`src/rtl/bomb_pkg.sv`:
```
// Shared bomb game-logic definitions: FSM state encoding, corridor ranges and
// default tick counts. The render stage imports this package as well, so the
// explosions it draws use exactly the same lanes as the game logic.
package bomb_pkg;

   localparam int unsigned CNT_W     = 8;
   localparam int unsigned NUM_LANES = 5;

   localparam int unsigned FUSE_TICKS_DEF     = 72;
   localparam int unsigned BLAST_TICKS_DEF    = 24;
   localparam int unsigned COOLDOWN_TICKS_DEF = 12;

   typedef enum logic [1:0] {
      ST_IDLE     = 2'd0,
      ST_ARMED    = 2'd1,
      ST_BLAST    = 2'd2,
      ST_COOLDOWN = 2'd3
   } bomb_state_e;

   typedef enum logic {
      LANE_ROW = 1'b0,
      LANE_COL = 1'b1
   } lane_axis_e;

   // Inclusive corridor ranges; horizontal corridors are indexed by Y, vertical by X
   localparam int unsigned ROW_LO [NUM_LANES] = '{  6, 110, 214, 318, 422};
   localparam int unsigned ROW_HI [NUM_LANES] = '{ 58, 162, 266, 370, 474};
   localparam int unsigned COL_LO [NUM_LANES] = '{  5, 145, 285, 425, 565};
   localparam int unsigned COL_HI [NUM_LANES] = '{ 75, 215, 355, 495, 635};

endpackage

```
`src/rtl/bomb_ctrl_lane_decode.sv`:
```
// lane_decode: combinational coordinate -> corridor lookup.
// Ports:
//   coord    in   CW  coordinate (Y for rows, X for columns)
//   valid_c  out  1   coordinate lies inside one of the corridors
//   idx_c    out  3   index of that corridor, 0 when none matches
module lane_decode
   import bomb_pkg::*;
#(
   parameter int unsigned CW   = 10,
   parameter lane_axis_e  AXIS = LANE_ROW
) (
   input  logic [CW-1:0] coord,
   output logic          valid_c,
   output logic [2:0]    idx_c
);

   logic [31:0] coord_ext;

   assign coord_ext = 32'(coord);

   // Walk from the last lane down so the lowest matching lane is written last
   always_comb begin
      valid_c = 1'b0;
      idx_c   = 3'd0;
      for (int i = int'(NUM_LANES) - 1; i >= 0; i--) begin
         if ((AXIS == LANE_ROW) ? (coord_ext >= ROW_LO[i] && coord_ext <= ROW_HI[i])
                                : (coord_ext >= COL_LO[i] && coord_ext <= COL_HI[i])) begin
            valid_c = 1'b1;
            idx_c   = 3'(i);
         end
      end
   end

endmodule

```
`src/rtl/bomb_ctrl.sv`:
```
// bomb_ctrl: bomb lifecycle (place, fuse, blast, cooldown) feeding the VGA renderer.
// Ports:
//   clk, reset_n           pixel clock, async active-low reset
//   tick                   one-cycle game-tick enable; all state advances on it
//   place_btn              synchronised button level
//   player_x/player_y      player centre
//   bomb_x/bomb_y          latched bomb position
//   bomb_visible           blinking sprite enable while armed
//   blast_active           high throughout the blast
//   row_valid/row_idx      bomb horizontal corridor during blast
//   col_valid/col_idx      bomb vertical corridor during blast
//   busy                   bomb lifecycle in progress
//   player_hit             one-clk pulse, at most once per blast
module bomb_ctrl
   import bomb_pkg::*;
#(
   parameter int unsigned FUSE_TICKS     = FUSE_TICKS_DEF,
   parameter int unsigned BLAST_TICKS    = BLAST_TICKS_DEF,
   parameter int unsigned COOLDOWN_TICKS = COOLDOWN_TICKS_DEF,
   parameter int unsigned CW             = 10
) (
   input  logic          clk,
   input  logic          reset_n,
   input  logic          tick,
   input  logic          place_btn,
   input  logic [CW-1:0] player_x,
   input  logic [CW-1:0] player_y,
   output logic [CW-1:0] bomb_x,
   output logic [CW-1:0] bomb_y,
   output logic          bomb_visible,
   output logic          blast_active,
   output logic          row_valid,
   output logic [2:0]    row_idx,
   output logic          col_valid,
   output logic [2:0]    col_idx,
   output logic          busy,
   output logic          player_hit
);

   bomb_state_e      state, state_nxt;
   logic [CNT_W-1:0] fuse_cnt, fuse_nxt;
   logic [CNT_W-1:0] blast_cnt, blast_nxt;
   logic [CNT_W-1:0] cd_cnt, cd_nxt;
   logic             btn_prev, btn_prev_nxt;
   logic             hit_done, hit_done_nxt;
   logic [CW-1:0]    bomb_x_nxt, bomb_y_nxt;
   logic             bomb_visible_nxt, blast_active_nxt, busy_nxt, player_hit_nxt;
   logic             row_valid_nxt, col_valid_nxt;
   logic [2:0]       row_idx_nxt, col_idx_nxt;

   logic             place_req;
   logic             b_row_valid_c, b_col_valid_c, p_row_valid_c, p_col_valid_c;
   logic [2:0]       b_row_idx_c, b_col_idx_c, p_row_idx_c, p_col_idx_c;
   logic             hit_c;

   assign place_req = tick & place_btn & ~btn_prev;

   // Bomb position -> blast lanes
   lane_decode #(.CW(CW), .AXIS(LANE_ROW)) u_bomb_row (
      .coord(bomb_y), .valid_c(b_row_valid_c), .idx_c(b_row_idx_c));
   lane_decode #(.CW(CW), .AXIS(LANE_COL)) u_bomb_col (
      .coord(bomb_x), .valid_c(b_col_valid_c), .idx_c(b_col_idx_c));

   // Player position -> lanes, for the hit check
   lane_decode #(.CW(CW), .AXIS(LANE_ROW)) u_player_row (
      .coord(player_y), .valid_c(p_row_valid_c), .idx_c(p_row_idx_c));
   lane_decode #(.CW(CW), .AXIS(LANE_COL)) u_player_col (
      .coord(player_x), .valid_c(p_col_valid_c), .idx_c(p_col_idx_c));

   // Lanes are disjoint, so sharing an index means sharing the range
   assign hit_c = (row_valid & p_row_valid_c & (p_row_idx_c == row_idx)) |
                  (col_valid & p_col_valid_c & (p_col_idx_c == col_idx));

   // State register
   always_ff @(posedge clk or negedge reset_n) begin
      if (!reset_n) state <= ST_IDLE;
      else          state <= state_nxt;
   end

   // Next-state logic
   always_comb begin
      state_nxt = state;
      if (tick) begin
         case (state)
            ST_IDLE:     if (place_req) state_nxt = ST_ARMED;
            ST_ARMED:    if (fuse_cnt == CNT_W'(1)) state_nxt = ST_BLAST;
            ST_BLAST:    if (blast_cnt == CNT_W'(1))
                            state_nxt = (COOLDOWN_TICKS == 0) ? ST_IDLE : ST_COOLDOWN;
            ST_COOLDOWN: if (cd_cnt == CNT_W'(1)) state_nxt = ST_IDLE;
            default:     state_nxt = ST_IDLE;
         endcase
      end
   end

   // Counter, latch and output next values
   always_comb begin
      fuse_nxt       = fuse_cnt;
      blast_nxt      = blast_cnt;
      cd_nxt         = cd_cnt;
      btn_prev_nxt   = btn_prev;
      hit_done_nxt   = hit_done;
      bomb_x_nxt     = bomb_x;
      bomb_y_nxt     = bomb_y;
      row_valid_nxt  = row_valid;
      row_idx_nxt    = row_idx;
      col_valid_nxt  = col_valid;
      col_idx_nxt    = col_idx;
      player_hit_nxt = 1'b0;
      if (tick) begin
         btn_prev_nxt = place_btn;
         case (state)
            ST_IDLE: begin
               if (place_req) begin
                  bomb_x_nxt = player_x;
                  bomb_y_nxt = player_y;
                  fuse_nxt   = CNT_W'(FUSE_TICKS);
               end
            end
            ST_ARMED: begin
               fuse_nxt = fuse_cnt - CNT_W'(1);
               if (fuse_cnt == CNT_W'(1)) begin
                  blast_nxt     = CNT_W'(BLAST_TICKS);
                  row_valid_nxt = b_row_valid_c;
                  row_idx_nxt   = b_row_idx_c;
                  col_valid_nxt = b_col_valid_c;
                  col_idx_nxt   = b_col_idx_c;
                  hit_done_nxt  = 1'b0;
               end
            end
            ST_BLAST: begin
               blast_nxt = blast_cnt - CNT_W'(1);
               if (hit_c && !hit_done) begin
                  player_hit_nxt = 1'b1;
                  hit_done_nxt   = 1'b1;
               end
               if (blast_cnt == CNT_W'(1)) begin
                  cd_nxt        = CNT_W'(COOLDOWN_TICKS);
                  row_valid_nxt = 1'b0;
                  col_valid_nxt = 1'b0;
               end
            end
            ST_COOLDOWN: cd_nxt = cd_cnt - CNT_W'(1);
            default: ;
         endcase
      end
      // Flags follow the post-edge state so all outputs share one clk of latency
      busy_nxt         = (state_nxt != ST_IDLE);
      blast_active_nxt = (state_nxt == ST_BLAST);
      bomb_visible_nxt = (state_nxt == ST_ARMED) & ~fuse_nxt[3];
   end

   // Datapath and output registers
   always_ff @(posedge clk or negedge reset_n) begin
      if (!reset_n) begin
         fuse_cnt     <= '0;
         blast_cnt    <= '0;
         cd_cnt       <= '0;
         btn_prev     <= 1'b0;
         hit_done     <= 1'b0;
         bomb_x       <= '0;
         bomb_y       <= '0;
         bomb_visible <= 1'b0;
         blast_active <= 1'b0;
         row_valid    <= 1'b0;
         row_idx      <= 3'd0;
         col_valid    <= 1'b0;
         col_idx      <= 3'd0;
         busy         <= 1'b0;
         player_hit   <= 1'b0;
      end else begin
         fuse_cnt     <= fuse_nxt;
         blast_cnt    <= blast_nxt;
         cd_cnt       <= cd_nxt;
         btn_prev     <= btn_prev_nxt;
         hit_done     <= hit_done_nxt;
         bomb_x       <= bomb_x_nxt;
         bomb_y       <= bomb_y_nxt;
         bomb_visible <= bomb_visible_nxt;
         blast_active <= blast_active_nxt;
         row_valid    <= row_valid_nxt;
         row_idx      <= row_idx_nxt;
         col_valid    <= col_valid_nxt;
         col_idx      <= col_idx_nxt;
         busy         <= busy_nxt;
         player_hit   <= player_hit_nxt;
      end
   end

endmodule
```
`config.mk`:
```
export PLATFORM = sky130hd
export DESIGN_NAME = bomb_ctrl
export DESIGN_NICKNAME = d
export VERILOG_FILES = /design/src/rtl/bomb_pkg.sv /design/src/rtl/bomb_ctrl_lane_decode.sv /design/src/rtl/bomb_ctrl.sv
export SDC_FILE = /design/constraint.sdc
export NUM_CORES = 1
export LEC_CHECK = 0
export BUFFER_PORTS_ARGS = -buffer_cell sky130_fd_sc_hd__buf_2
export CORE_ASPECT_RATIO = 0.5
export CORE_MARGIN = 2
export CORE_UTILIZATION = 52
export DETAILED_ROUTE_END_ITERATION = 6
export GPL_ROUTABILITY_DRIVEN = 0
export PLACE_DENSITY = 0.77
export SYNTH_ARGS = -nofsm -noshare
export SYNTH_HDL_FRONTEND = slang
export SYNTH_HIERARCHICAL = 1
export SYNTH_SLANG_ARGS = --single-unit
```
`constraint.sdc`:
```
create_clock -name clk -period 1.9 [get_ports clk]
set_input_delay 0.285 -clock clk [delete_from_list [all_inputs] [get_ports clk]]
set_output_delay 0.285 -clock clk [all_outputs]
set_load 0.05 [all_outputs]
```
==> flow_summary.yaml, run 1 <==
run_status:
  outcome: "finished clean"
power:
  p_comb_share_pct: 44.4
  power_w: 0.00761
  leakage_nw: 2.20
  pwr-share-seq_pct: 34.2
  switching_share_pct: 44.9
  internal_power_w: 0.00419
  ir_worst_vdd_mv: 0.610
  power_frac_clock_pct: 21.4
  power_switching_w: 0.00342
  power_density_mw_per_mm2: 1600
die:
  start_util_pct: 53.2
  die_area_mm2: 0.00815
  die_h_um: 64.8
  core_mm2: 0.00724
  die-width_um: 126
  ios: 56
  num_rows: 22
critical_path:
  timing.rr.end: "bomb_visible$_DFF_PN0_"
  r2r_cells: 4
  critPathLaunchType: "flip-flop"
  r2r_setup_slack_ns: 0.09
  required_ns: 2.12
  cp_max_fo: 5
  path_class: "flip-flop to flip-flop"
  cp.arrival_ns: 2.03
  r2r_start: "blast_cnt[5]$_DFFE_PN0P_"
  cp-end-kind: "flip-flop"
final_layout:
  drive_gt1_share_pct: 32.6
  utilization_pct: 65.6
  layout_common_cells: "56 x dfrtp_1, 55 x buf_2, 46 x nand2_1"
  final_area_mm2: 0.00475
  area_growth_pct: 23.3
  n_antenna_cell: 0
  layout.nets: 517
  layout_commonest_cell: "dfrtp_1"
clock_tree:
  cts_tree: "done"
  cts_sinks: 60
  cts.clk_slew.worst_paths_ns: 0.06
  clockRootBuffer: "clkbuf_16"
  clk_path_buf_depth: 2
  numCtsBuffers: 9
  clk-insertion-delay-late_ns: 0.33
  htree_levels: 3
yosys:
  synth_nets: 432
  ys_ff_latch: 60
  synth_edf_count: 0
  syn_inst: 402
  synth.avg_cell_area_um2: 9.58
  synthFlopType: "dfrtp_1"
  async_flop_share_pct: 100
  yosysWarnings: 6
  seq_area_frac_synth_pct: 39.0
  syn_area_mm2: 0.00385
  synth.distinct_cells: 62
timing:
  relSlewSlack_pct: 63.4
  setup_violations: 0
  hold_ws_ns: 0.272
  final-max-slew-violation-count: 0
  fin_tns_setup_ns: 0
  finalCriticalPeriod_ns: 1.81
  tightest_slew_ns: 0.542
  finalClockSkew_ns: 0.00922
  rsz0062_at_grt: "false"
  hold_viol: 0
  min_period_over_period_pct: 95.0
  fmax_mhz: 554
routing:
  drt-vias-per-instance: 5.77
  routedWlPerCell_um: 15.6
  drt_first_pass_iters: 5
  ant_nets: 0
  drt_iter0_markers: 207
  drc: 0
  routed_wl_um: 9180
  routed-via-count: 3389
global_routing:
  grt_max_degree: 42
  grt_pass1_vias: 3102
  grt-ovfl-total: 0
  grt_antenna_before_repair: 0
  globalRouteTotalUtil_pct: 23.3
  grt_pass1_wl_um: 15000
run:
  drv_cap: 0
hold_path:
  holdPathStages: 2
  hold_start: "player_x[1]"
  hold_path_class: "input pin to flip-flop"
  holdPathEnd: "bomb_x[1]$_DFFE_PN0P_"
place:
  portBuffers: 55
  place_area_mm2: 0.00442
  dp_hpwl_um: 6370
[synthesized netlist by cell type, types with 4 or more instances]
library cell,number,area [µm²]
nand2_1,46,173
nand4_1,9,56.3
and2_1,4,25.0
xor2_1,11,96.3
a31oi_1,4,25.0
inv_1,9,33.8
o21ai_0,13,65.1
nand3_1,18,90.1
xnor2_1,12,105
ha_1,6,75.1
nand2b_1,8,50.1
clkbuf_1,6,22.5
or3_1,7,43.8
a21oi_1,6,30.0
dfrtp_1,60,1500
nor3_1,12,60.1
nor4_1,17,106
buf_6,9,101
buf_2,7,35.0
mux2_2,20,225
nor2_1,29,109
nor3b_1,10,75.1
a21o_1,5,37.5
clkbuf_2,4,20.0
o311ai_0,4,35.0
[layout make-up]
type / count / area [µm²]
flip-flops and latches: 60 / 1510
fillers: 564 / 2490
well taps: 96 / 120
clock inverters: 2 / 35.0
clock buffers: 13 / 260
repair buffers: 100 / 641
multi-input cells: 307 / 2150
inverters: 9 / 33.8
[power by group through the flow]
stage / Combinational [W] / Sequential, W / Clock (W)
4_1_cts: 0.00338 / 0.00257 / 0.00164
6_report: 0.00338 / 0.00260 / 0.00163
5_1_grt: 0.00366 / 0.00268 / 0.00171
3_3_place_gp: 0.00330 / 0.00257 / 0
3_5_place_dp: 0.00335 / 0.00258 / 0
2_1_floorplan: 0.00186 / 0.00318 / 0
[flip-flops by register name, indices dropped and copies added (netlist names), 2 cells and up]
signal and count:
bomb_y 10, row_idx 3, fuse_cnt 8, col_idx 3, state 2, blast_cnt 8, bomb_x 10, cd_cnt 8
[metal layers]
metal	routed length [µm]	global-route usage, %	up-vias
li1	-	-	1650
met1	4200	29.8	1621
met2	4390	39.7	103
met3	468	5.12	15
met4	121	7.92	0
met5	0	0	-
[worst max-delay path, cell delays in order (launching register included)]
cell and delay (ns):
dfrtp_1 0.40, or4_4 0.58, nor4_2 0.31, o21ai_1 0.15
a211oi_1 0.26
[what timing repair did]
item	CTS	global route
setup endpoints to repair	0	5
hold buffers	1	0
resized for setup	0	3
setup buffers	0	2
hold endpoints to repair	19	0
[worst max path at each step]
stage / startpoint / to / slack [ns] / cells past startpoint
2_1_floorplan: player_y[4] / hit_done$_DFFE_PN0P_ / -0.005 / 10
3_3_place_gp: player_y[3] / hit_done$_DFFE_PN0P_ / -0.12 / 10
3_5_place_dp: player_y[3] / hit_done$_DFFE_PN0P_ / -0.16 / 10
4_1_cts: blast_cnt[5]$_DFFE_PN0P_ / bomb_visible$_DFF_PN0_ / 0.01 / 4
5_1_grt: blast_cnt[5]$_DFFE_PN0P_ / bomb_visible$_DFF_PN0_ / 0.007 / 4
6_report: blast_cnt[5]$_DFFE_PN0P_ / bomb_visible$_DFF_PN0_ / 0.09 / 4
[cells by family after synthesis]
kind of cell             synth area share (%)
AO/OA/AOI/OAI                            14.6
buffers and inverters                    5.52
multiplexers                             6.11
adder cells (fa/ha/maj)                  1.95
AND/OR/NAND/NOR                          27.6
XOR/XNOR                                 5.23
flip-flops                               39.0
[metrics by stage]
stage                     instances  worst slack (ns)
after detailed placement        569            -0.160
after global routing            587           0.00656
final                           587            0.0949
after global placement          569            -0.120
after CTS                       585            0.0122
after floorplan                 402          -0.00526
(Power assumes the default switching activity.)
==> inputs of run 2 (changes only) <==
--- a/config.mk
+++ b/config.mk
@@ -11,7 +11,7 @@
 export CORE_UTILIZATION = 52
 export DETAILED_ROUTE_END_ITERATION = 6
 export GPL_ROUTABILITY_DRIVEN = 0
-export PLACE_DENSITY = 0.77
+export PLACE_DENSITY = 0.88
 export SYNTH_ARGS = -nofsm -noshare
 export SYNTH_HDL_FRONTEND = slang
 export SYNTH_HIERARCHICAL = 1
==> flow_summary.yaml, run 2 (same netlist as run 1, synthesis figures left out) <==
global_routing:
  grt_pass1_wl_um: 17200
  grt_pass1_vias: 3689
  grt_antenna_before_repair: 0
  grt_max_degree: 35
  globalRouteTotalUtil_pct: 26.6
  grt-ovfl-total: 0
timing:
  hold_ws_ns: 0.272
  final-max-slew-violation-count: 0
  relSlewSlack_pct: 68.1
  setup_violations: 0
  finalCriticalPeriod_ns: 1.86
  tightest_slew_ns: 0.475
  min_period_over_period_pct: 97.7
  finalClockSkew_ns: 0.00801
  fmax_mhz: 539
  hold_viol: 0
run_status:
  outcome: "finished clean"
power:
  power_density_mw_per_mm2: 1640
  leakage_nw: 2.27
  ir_worst_vdd_mv: 0.798
place:
  portBuffers: 55
  place_area_mm2: 0.00449
  dp_hpwl_um: 7110
critical_path:
  crit_end: "hit_done$_DFFE_PN0P_"
  cp_max_fo: 3
  r2r_setup_slack_ns: 0.06
  cpMaxStageDelayCell: "a311oi_2"
  crit_chain: "buf_2 > and3_4 > a311oi_2 > o2bb2ai_2 > a311o_1 > nand4bb_1 > nand2_1 > nor4_2 > o21a_1 > o21a_1"
  path_class: "input pin to flip-flop"
  r2r_cells: 4
  max_stage_delay_ns: 0.31
  r2r_start: "blast_cnt[5]$_DFFE_PN0P_"
  cp-end-kind: "flip-flop"
  cp.arrival_ns: 2.07
  required_ns: 2.12
  timing.critical_path.from: "player_y[3]"
  critPathLaunchType: "input pin"
  timing.rr.end: "cd_cnt[0]$_DFFE_PN0P_"
  cpMostUsedCell: "o21a_1"
die:
  die-width_um: 126
  core_mm2: 0.00724
  ios: 56
  num_rows: 22
  die_h_um: 64.8
  die_area_mm2: 0.00815
  start_util_pct: 53.2
clock_tree:
  numCtsBuffers: 9
  clockRootBuffer: "clkbuf_16"
  cts.clk_slew.worst_paths_ns: 0.05
  htree_levels: 3
  clk_path_buf_depth: 2
  cts_tree: "done"
  cts_sinks: 60
  clk-insertion-delay-late_ns: 0.33
  cts_setup_buffers: 0
routing:
  ant_nets: 0
  routed-via-count: 3649
  drc: 0
  routedWlPerCell_um: 18.0
  drt-vias-per-instance: 6.14
  drt_first_pass_iters: 5
  drt_iter0_markers: 375
  routed_wl_um: 10700
final_layout:
  layout.nets: 523
  layout_common_cells: "58 x dfrtp_1, 55 x buf_2, 47 x buf_4"
  drive_gt1_share_pct: 34.7
  layout_commonest_cell: "dfrtp_1"
  area_growth_pct: 26.8
  final_area_mm2: 0.00488
  n_antenna_cell: 0
  reg_top3: "bomb_x (10), bomb_y (10)"
  fillers: 507
hold_path:
  hold_path_class: "input pin to flip-flop"
run:
  drv_cap: 0
## run 2: cell types whose count changed in the layout (fill, tap and decap cells not counted), sizes merged
cell    before  now
buf         99  105
bufinv       1    3
clkbuf      13   11
clkinv       1    2
## run 2: timing repair
item | 4_1_cts | 5_1_grt
pin swaps | 0 | 2
gates resized for setup | 1 | 8
endpoints found under the setup margin | 1 | 16
endpoints found under the hold margin | 6 | 0
hold buffers | 1 | 0
## run 2: cell type report
| type | instances | area (µm²) | area share [%] |
|---|---|---|---|
| clock buffer | 11 | 233 | 4.77 |
| clock inverter | 5 | 100 | 2.05 |
| multi-input combinational | 307 | 2190 | 44.9 |
| inverter | 9 | 33.8 | 0.692 |
| tap | 96 | 120 | 2.46 |
| sequential | 60 | 1500 | 30.8 |
| timing repair buffer | 106 | 698 | 14.3 |
## run 2: stage by stage
stage / util, % / instances / setup WS [ns] / setup TNS (ns) / power [W]
floorplan: - / 402 / -0.00526 / -0.00625 / 0.00504
global placement: 62.0 / 577 / -0.131 / -0.168 / 0.00586
detailed placement: 62.0 / 577 / -0.231 / -0.350 / 0.00600
CTS: 66.8 / 594 / 0.0629 / 0 / 0.00794
global route: 67.5 / 594 / -0.00275 / -0.00275 / 0.00842
finish: 67.5 / 594 / 0.0442 / 0 / 0.00801
## run 2: where the power goes
| part | total [W] | internal (W) | leakage [nW] | switching, W |
|---|---|---|---|---|
| Sequential | 0.00256 | 0.00177 | 0.757 | 0.000787 |
| Clock | 0.00184 | 0.00128 | 0.163 | 0.000568 |
| Combinational | 0.00361 | 0.00138 | 1.35 | 0.00223 |
## run 2: worst min-delay path by stage
stage | startpoint | end | slack (ns) | depth (start not counted)
detailed placement | reset_n | bomb_y[0]$_DFFE_PN0P_ | 0.15 | 1
finish | place_btn | btn_prev$_DFFE_PN0P_ | 0.27 | 3
global placement | reset_n | bomb_y[1]$_DFFE_PN0P_ | 0.15 | 1
global route | player_x[1] | bomb_x[1]$_DFFE_PN0P_ | 0.28 | 2
CTS | player_x[1] | bomb_x[1]$_DFFE_PN0P_ | 0.28 | 2
floorplan | reset_n | blast_active$_DFF_PN0_ | -0.01 | 0
## run 2: routing by layer
| metal | up-vias | GRT usage (%) | part of all wire, % |
|---|---|---|---|
| met1 | 1761 | 31.2 | 40 |
| met3 | 50 | 7.60 | 7.1 |
| li1 | 1663 | - | - |
| met5 | - | 0 | 0 |
| met2 | 175 | 45.9 | 49 |
| met4 | 0 | 12.6 | 3.5 |
## run 2: critical path, delay by kind of cell
family	cells	cell delay (ns)
AO/OA/AOI/OAI	5	1.09
AND/OR/NAND/NOR	4	0.56
buffers and inverters	1	0.13
